<file path="config.mk">
export PLATFORM = sky130hd
export DESIGN_NAME = neuron_state_sequencer
export DESIGN_NICKNAME = d
export VERILOG_FILES = /design/src/rtl/neuron_state_sequencer.sv
export SDC_FILE = /design/constraint.sdc
export NUM_CORES = 1
export LEC_CHECK = 0
export CAP_MARGIN = 15
export CORE_UTILIZATION = 52
export DETAILED_ROUTE_END_ITERATION = 10
export PLACE_DENSITY = 0.77
export SLEW_MARGIN = 20
export SYNTH_ARGS = -nofsm -noshare
export SYNTH_HDL_FRONTEND = slang
export SYNTH_SLANG_ARGS = --single-unit
</file>
<file path="constraint.sdc">
create_clock -name clk -period 2.9 [get_ports clk]
set_clock_uncertainty 0.05 [all_clocks]
set_input_delay 0.29 -clock clk [delete_from_list [all_inputs] [get_ports clk]]
set_output_delay 0.29 -clock clk [all_outputs]
set_load 0.02 [all_outputs]
</file>
<file path="src/rtl/neuron_state_sequencer.sv">
// Time-multiplexed v/w state store and scheduler for a population of Izhikevich neurons.
// One shared combinational integrator is walked over every neuron once per timestep.
module neuron_state_sequencer #(
    parameter int          N           = 32,
    parameter int          NUM_NEURONS = 8,
    parameter int          IDX_W       = 3,
    parameter logic [N-1:0] V_INIT     = 32'hFFBF_0000,
    parameter logic [N-1:0] W_INIT     = 32'hFFF3_0000
) (
    input  logic                   clk,
    input  logic                   rst_n,
    input  logic                   step_start,
    input  logic                   init,
    output logic [IDX_W-1:0]       cur_idx,
    input  logic [N-1:0]           cur_I,
    output logic [N-1:0]           int_I,
    output logic [N-1:0]           int_v_old,
    output logic [N-1:0]           int_w_old,
    input  logic [N-1:0]           int_v_new,
    input  logic [N-1:0]           int_w_new,
    input  logic                   int_fire,
    output logic                   busy,
    output logic                   step_done,
    output logic [NUM_NEURONS-1:0] spike_vec,
    output logic [IDX_W:0]         spike_count,
    output logic [N-1:0]           step_count,
    output logic                   overrun,
    input  logic [IDX_W-1:0]       probe_idx,
    output logic [N-1:0]           probe_v,
    output logic [N-1:0]           probe_w,
    output logic [1:0]             state_dbg
);

    localparam logic [1:0] S_IDLE = 2'd0;
    localparam logic [1:0] S_RUN  = 2'd1;
    localparam logic [1:0] S_DONE = 2'd2;

    localparam logic [IDX_W-1:0] LAST_IDX = IDX_W'(NUM_NEURONS - 1);

    logic [1:0]             state;
    logic [N-1:0]           v_mem [NUM_NEURONS];
    logic [N-1:0]           w_mem [NUM_NEURONS];
    logic [NUM_NEURONS-1:0] acc;
    logic [IDX_W:0]         acc_pop;

    always_comb begin
        acc_pop = '0;
        for (int i = 0; i < NUM_NEURONS; i++) begin
            acc_pop = acc_pop + (IDX_W+1)'(acc[i]);
        end
    end

    always_ff @(posedge clk or negedge rst_n) begin
        if (!rst_n) begin
            state       <= S_IDLE;
            cur_idx     <= '0;
            acc         <= '0;
            spike_vec   <= '0;
            spike_count <= '0;
            step_count  <= '0;
            overrun     <= 1'b0;
            for (int k = 0; k < NUM_NEURONS; k++) begin
                v_mem[k] <= V_INIT;
                w_mem[k] <= W_INIT;
            end
        end else begin
            case (state)
                S_IDLE: begin
                    // init has priority; a simultaneous step_start is silently dropped
                    if (init) begin
                        for (int k = 0; k < NUM_NEURONS; k++) begin
                            v_mem[k] <= V_INIT;
                            w_mem[k] <= W_INIT;
                        end
                    end else if (step_start) begin
                        state   <= S_RUN;
                        cur_idx <= '0;
                        acc     <= '0;
                    end
                end
                S_RUN: begin
                    if (step_start || init) overrun <= 1'b1;
                    v_mem[cur_idx] <= int_v_new;
                    w_mem[cur_idx] <= int_w_new;
                    acc[cur_idx]   <= int_fire;
                    if (cur_idx == LAST_IDX) begin
                        state   <= S_DONE;
                        cur_idx <= '0;
                    end else begin
                        cur_idx <= cur_idx + 1'b1;
                    end
                end
                S_DONE: begin
                    if (step_start || init) overrun <= 1'b1;
                    spike_vec   <= acc;
                    spike_count <= acc_pop;
                    step_count  <= step_count + N'(1);
                    state       <= S_IDLE;
                end
                default: state <= S_IDLE;
            endcase
        end
    end

    assign busy      = (state != S_IDLE);
    assign step_done = (state == S_DONE);
    // Zero current outside a step so the integrator never sees a stale value.
    assign int_I     = busy ? cur_I : '0;
    assign int_v_old = v_mem[cur_idx];
    assign int_w_old = w_mem[cur_idx];
    assign probe_v   = v_mem[probe_idx];
    assign probe_w   = w_mem[probe_idx];
    assign state_dbg = state;

endmodule
</file>
==> qor.csv <==
metric;value;unit
Synth Register Bits;570;
mux cell area share after synthesis;16.9;%
Logic pwr share;46.5;%
Synth Area in Simple Gates;11.2;%
Die Area;56700;um^2
Post-synth EDFFs;0;
worst reg-to-reg setup slack;-0.24;ns
cell area after layout;36900;um^2
Reg power frac;33.8;%
drt total wl;105;mm
Yosys warnings;0;
first-pass GRT wire length;153;mm
Post-Synth Adder-Cell Area;0.665;%
critical path's largest stage delay;0.54;ns
cell mode on critical path;fa_1;
ranking of synthesized cells by area;dfrtp_1, dfstp_2, mux4_2;
Synth top area share;29.2;%
sequential share of the synthesized area;50.2;%
CP Max Fanout;3;
clock net sink count;570;
clk buf depth;3;
Crit. End Element;register;
most common cell after layout, fill and taps aside;nand2_1;
Layout area overhead;27.3;%
Die Ht;238;um
dpl cell area;33500;um^2
die width;238;um
CP Cell Sequence;fa_1 -> inv_1 -> fa_1 -> fa_1 -> inv_1 -> ha_2 -> inv_2 -> fa_2 -> xnor2_1 -> mux2_4;
Placement Setup Slack;-0.231;ns
GP Congestion;0.883;
port bufs;315;
Final ANT Viol Nets;0;
TritonCTS Buffers;60;
layout cell share with drive strength beyond 1;31.8;%
Pins Over Slew Limit;0;
number of remaining DRC errors;0;
Final Hold Slack;0.228;ns
number of core rows;86;
Core ar.;55100;um^2
Final Hold Fails;0;
compound-cell area share of the yosys netlist;15.9;%
crit path DAT;3.62;ns
final worst path period share;108;%
Post-Synthesis Cells;2687;
Crit path required time;3.38;ns
largest family of logic cells by synthesized area;multiplexers;
switching part of the total;41.3;%
final worst setup slack;-0.243;ns
status;complete, but fails checks;
Clk pwr share;19.8;%
DRT iter0 DRCs;3881;
Post-synth ARST share;100;%
Synth cell types;57;
syn_area_per_cell;10.8;um^2
internal power;24.0;mW
total track usage;35.6;%
clock tree root driver cell;clkbuf_16;
worst skew pair latency;0.64;ns
PD cells;1110;nW/um^2
Ports;316;
failing checks;setup timing;
# fillers;3908;
slowest CP cell;fa_1;
H-tree Lvls;2;
RSZ-0062 raised after global routing;true;
clock transition at the registers of the reported paths;0.06;ns
CP Launch Type;register;
Via Count;25900;
Top FF cell, synth;dfrtp_1;
Wirelength per Cell;27.2;um
P_leak;15.2;nW
final-report setup violation count;32;
Sw Pwr;16.9;mW
relative slew slack;49.7;%
minimum clock period;3.14;ns
Initial DRT Pass Iterations;9;
worst ir drop on vdd;673;uV
most frequent cells in the layout;nand2_1, o21ai_0, dfrtp_1;
syn nets;2804;
Post-Synth XOR/XNOR Area;0.967;%
total gr overflow;0;
largest net degree at the start of global routing;81;
critical path class;reg2reg;
slew at the pin closest to its max-slew limit;0.749;ns
final setup TNS;-1.90;ns
Post-DP HPWL;61.0;mm
initial antenna violation count;2;
Initial Utilization;52.6;%
CTS tree;done;
final layout net count;3158;
mapped cell area;29000;um^2
Hold WC Path Type;in2async;
Yosys top cell by area;dfrtp_1;
Achievable Freq;0.318;GHz
vias in the first global route;26100;
post-DR vias/cell;6.73;
max_cap viols;0;
[path summary, 6_finish.rpt]
path | depth (start not counted) | start | end
max in group asynchronous | 3 | rst_n | w_mem[31]
min in group clk | 3 | step_start | overrun
min reg2reg | 2 | v_mem[191] | v_mem[191]
min | 2 | rst_n | v_mem[129]
max reg2reg | 10 | acc[0] | spike_count[2]
max | 10 | acc[0] | spike_count[2]
[critical path: cells and delay by family, from the launching register on]
| kind | cells | cell delay, ns |
|---|---|---|
| flops | 1 | 0.41 |
| xor+xnor | 1 | 0.13 |
| mux | 1 | 0.26 |
| fa+ha+maj | 5 | 2.02 |
| buf+inv | 3 | 0.16 |
[sequential cells by signal, indices dropped and copies added (netlist names)]
| register | count |
|---|---|
| acc | 8 |
| overrun | 1 |
| w_mem | 256 |
| v_mem | 256 |
| spike_count | 4 |
| cur_idx | 3 |
| step_count | 32 |
| spike_vec | 8 |
| state_dbg | 2 |
[synthesized netlist by cell type (all sizes together), types with 3 or more instances]
cell type  instances
nand2            587
o21ai            541
dfrtp            338
dfstp            232
mux4             148
buf              139
mux2             126
clkbuf            86
a22oi             83
a221oi            68
nor2b             67
nor2              29
xnor2             29
nand3             25
inv               24
a21oi             17
a22o              14
o22ai             14
nand4             13
mux2i             12
nor3              10
a21o               9
ha                 9
o211ai             8
and3               7
a222oi             6
o2111ai            6
a221o              5
o2bb2ai            5
and2               4
fa                 4
nand3b             3
or3b               3
xor2               3
[per-layer routing]
metal / share of wire, % / up-vias / GRT usage (%) / routed length, um
met3: 13 / 523 / 10.2 / 13400
met2: 46 / 2088 / 54.8 / 48100
met5: 0 / - / 0 / 0
met1: 35 / 12800 / 45.2 / 36700
li1: - / 10400 / - / -
met4: 6.1 / 0 / 20.6 / 6380
[metrics by stage]
step                utilization [%]  power [mW]  instances
finish                         67.0        40.8       3842
global route                   67.0        42.3       3841
CTS                            65.3        39.1       3799
detailed placement             60.9        30.9       3655
global placement               60.9        30.2       3655
floorplan                         -        23.3       2687
[kinds of logic (layout without fill, tap and decap cells)]
kind of cell             after synthesis  count (layout)
XOR/XNOR                              32              32
other                                  0               2
multiplexers                         286             286
flip-flops                           570             570
adder cells (fa/ha/maj)               13              13
buffers and inverters                249             654
AND/OR/NAND/NOR                      756             756
AO/OA/AOI/OAI                        781             781
[timing repair]
item | 4_1_cts | 5_1_grt
gates cloned | 3 | 8
gates resized for setup | 282 | 196
hold endpoints to repair | 11 | 0
hold buffers | 1 | 0
pin swaps | 12 | 42
setup endpoints to repair | 67 | 67
buffers inserted | 27 | 37
[power by group through the flow]
stage	Clock, mW	Sequential [mW]	Combinational (mW)
5_1_grt	8.40	14.0	19.8
6_report	8.08	13.8	19.0
2_1_floorplan	0	13.0	10.3
4_1_cts	8.08	13.6	17.5
3_5_place_dp	0	13.7	17.2
3_3_place_gp	0	13.4	16.8
[final cells by class]
class	instances	area, um^2	area share [%]
multi-input cells	1868	13800	37.4
clock inverters	25	342	0.925
flip-flops and latches	570	14600	39.5
well taps	748	936	2.54
diodes	2	5.00	0.0136
inverters	24	115	0.312
repair buffers	517	5430	14.7
clock buffers	88	1720	4.65
Power figures use the tool's default switching activity.
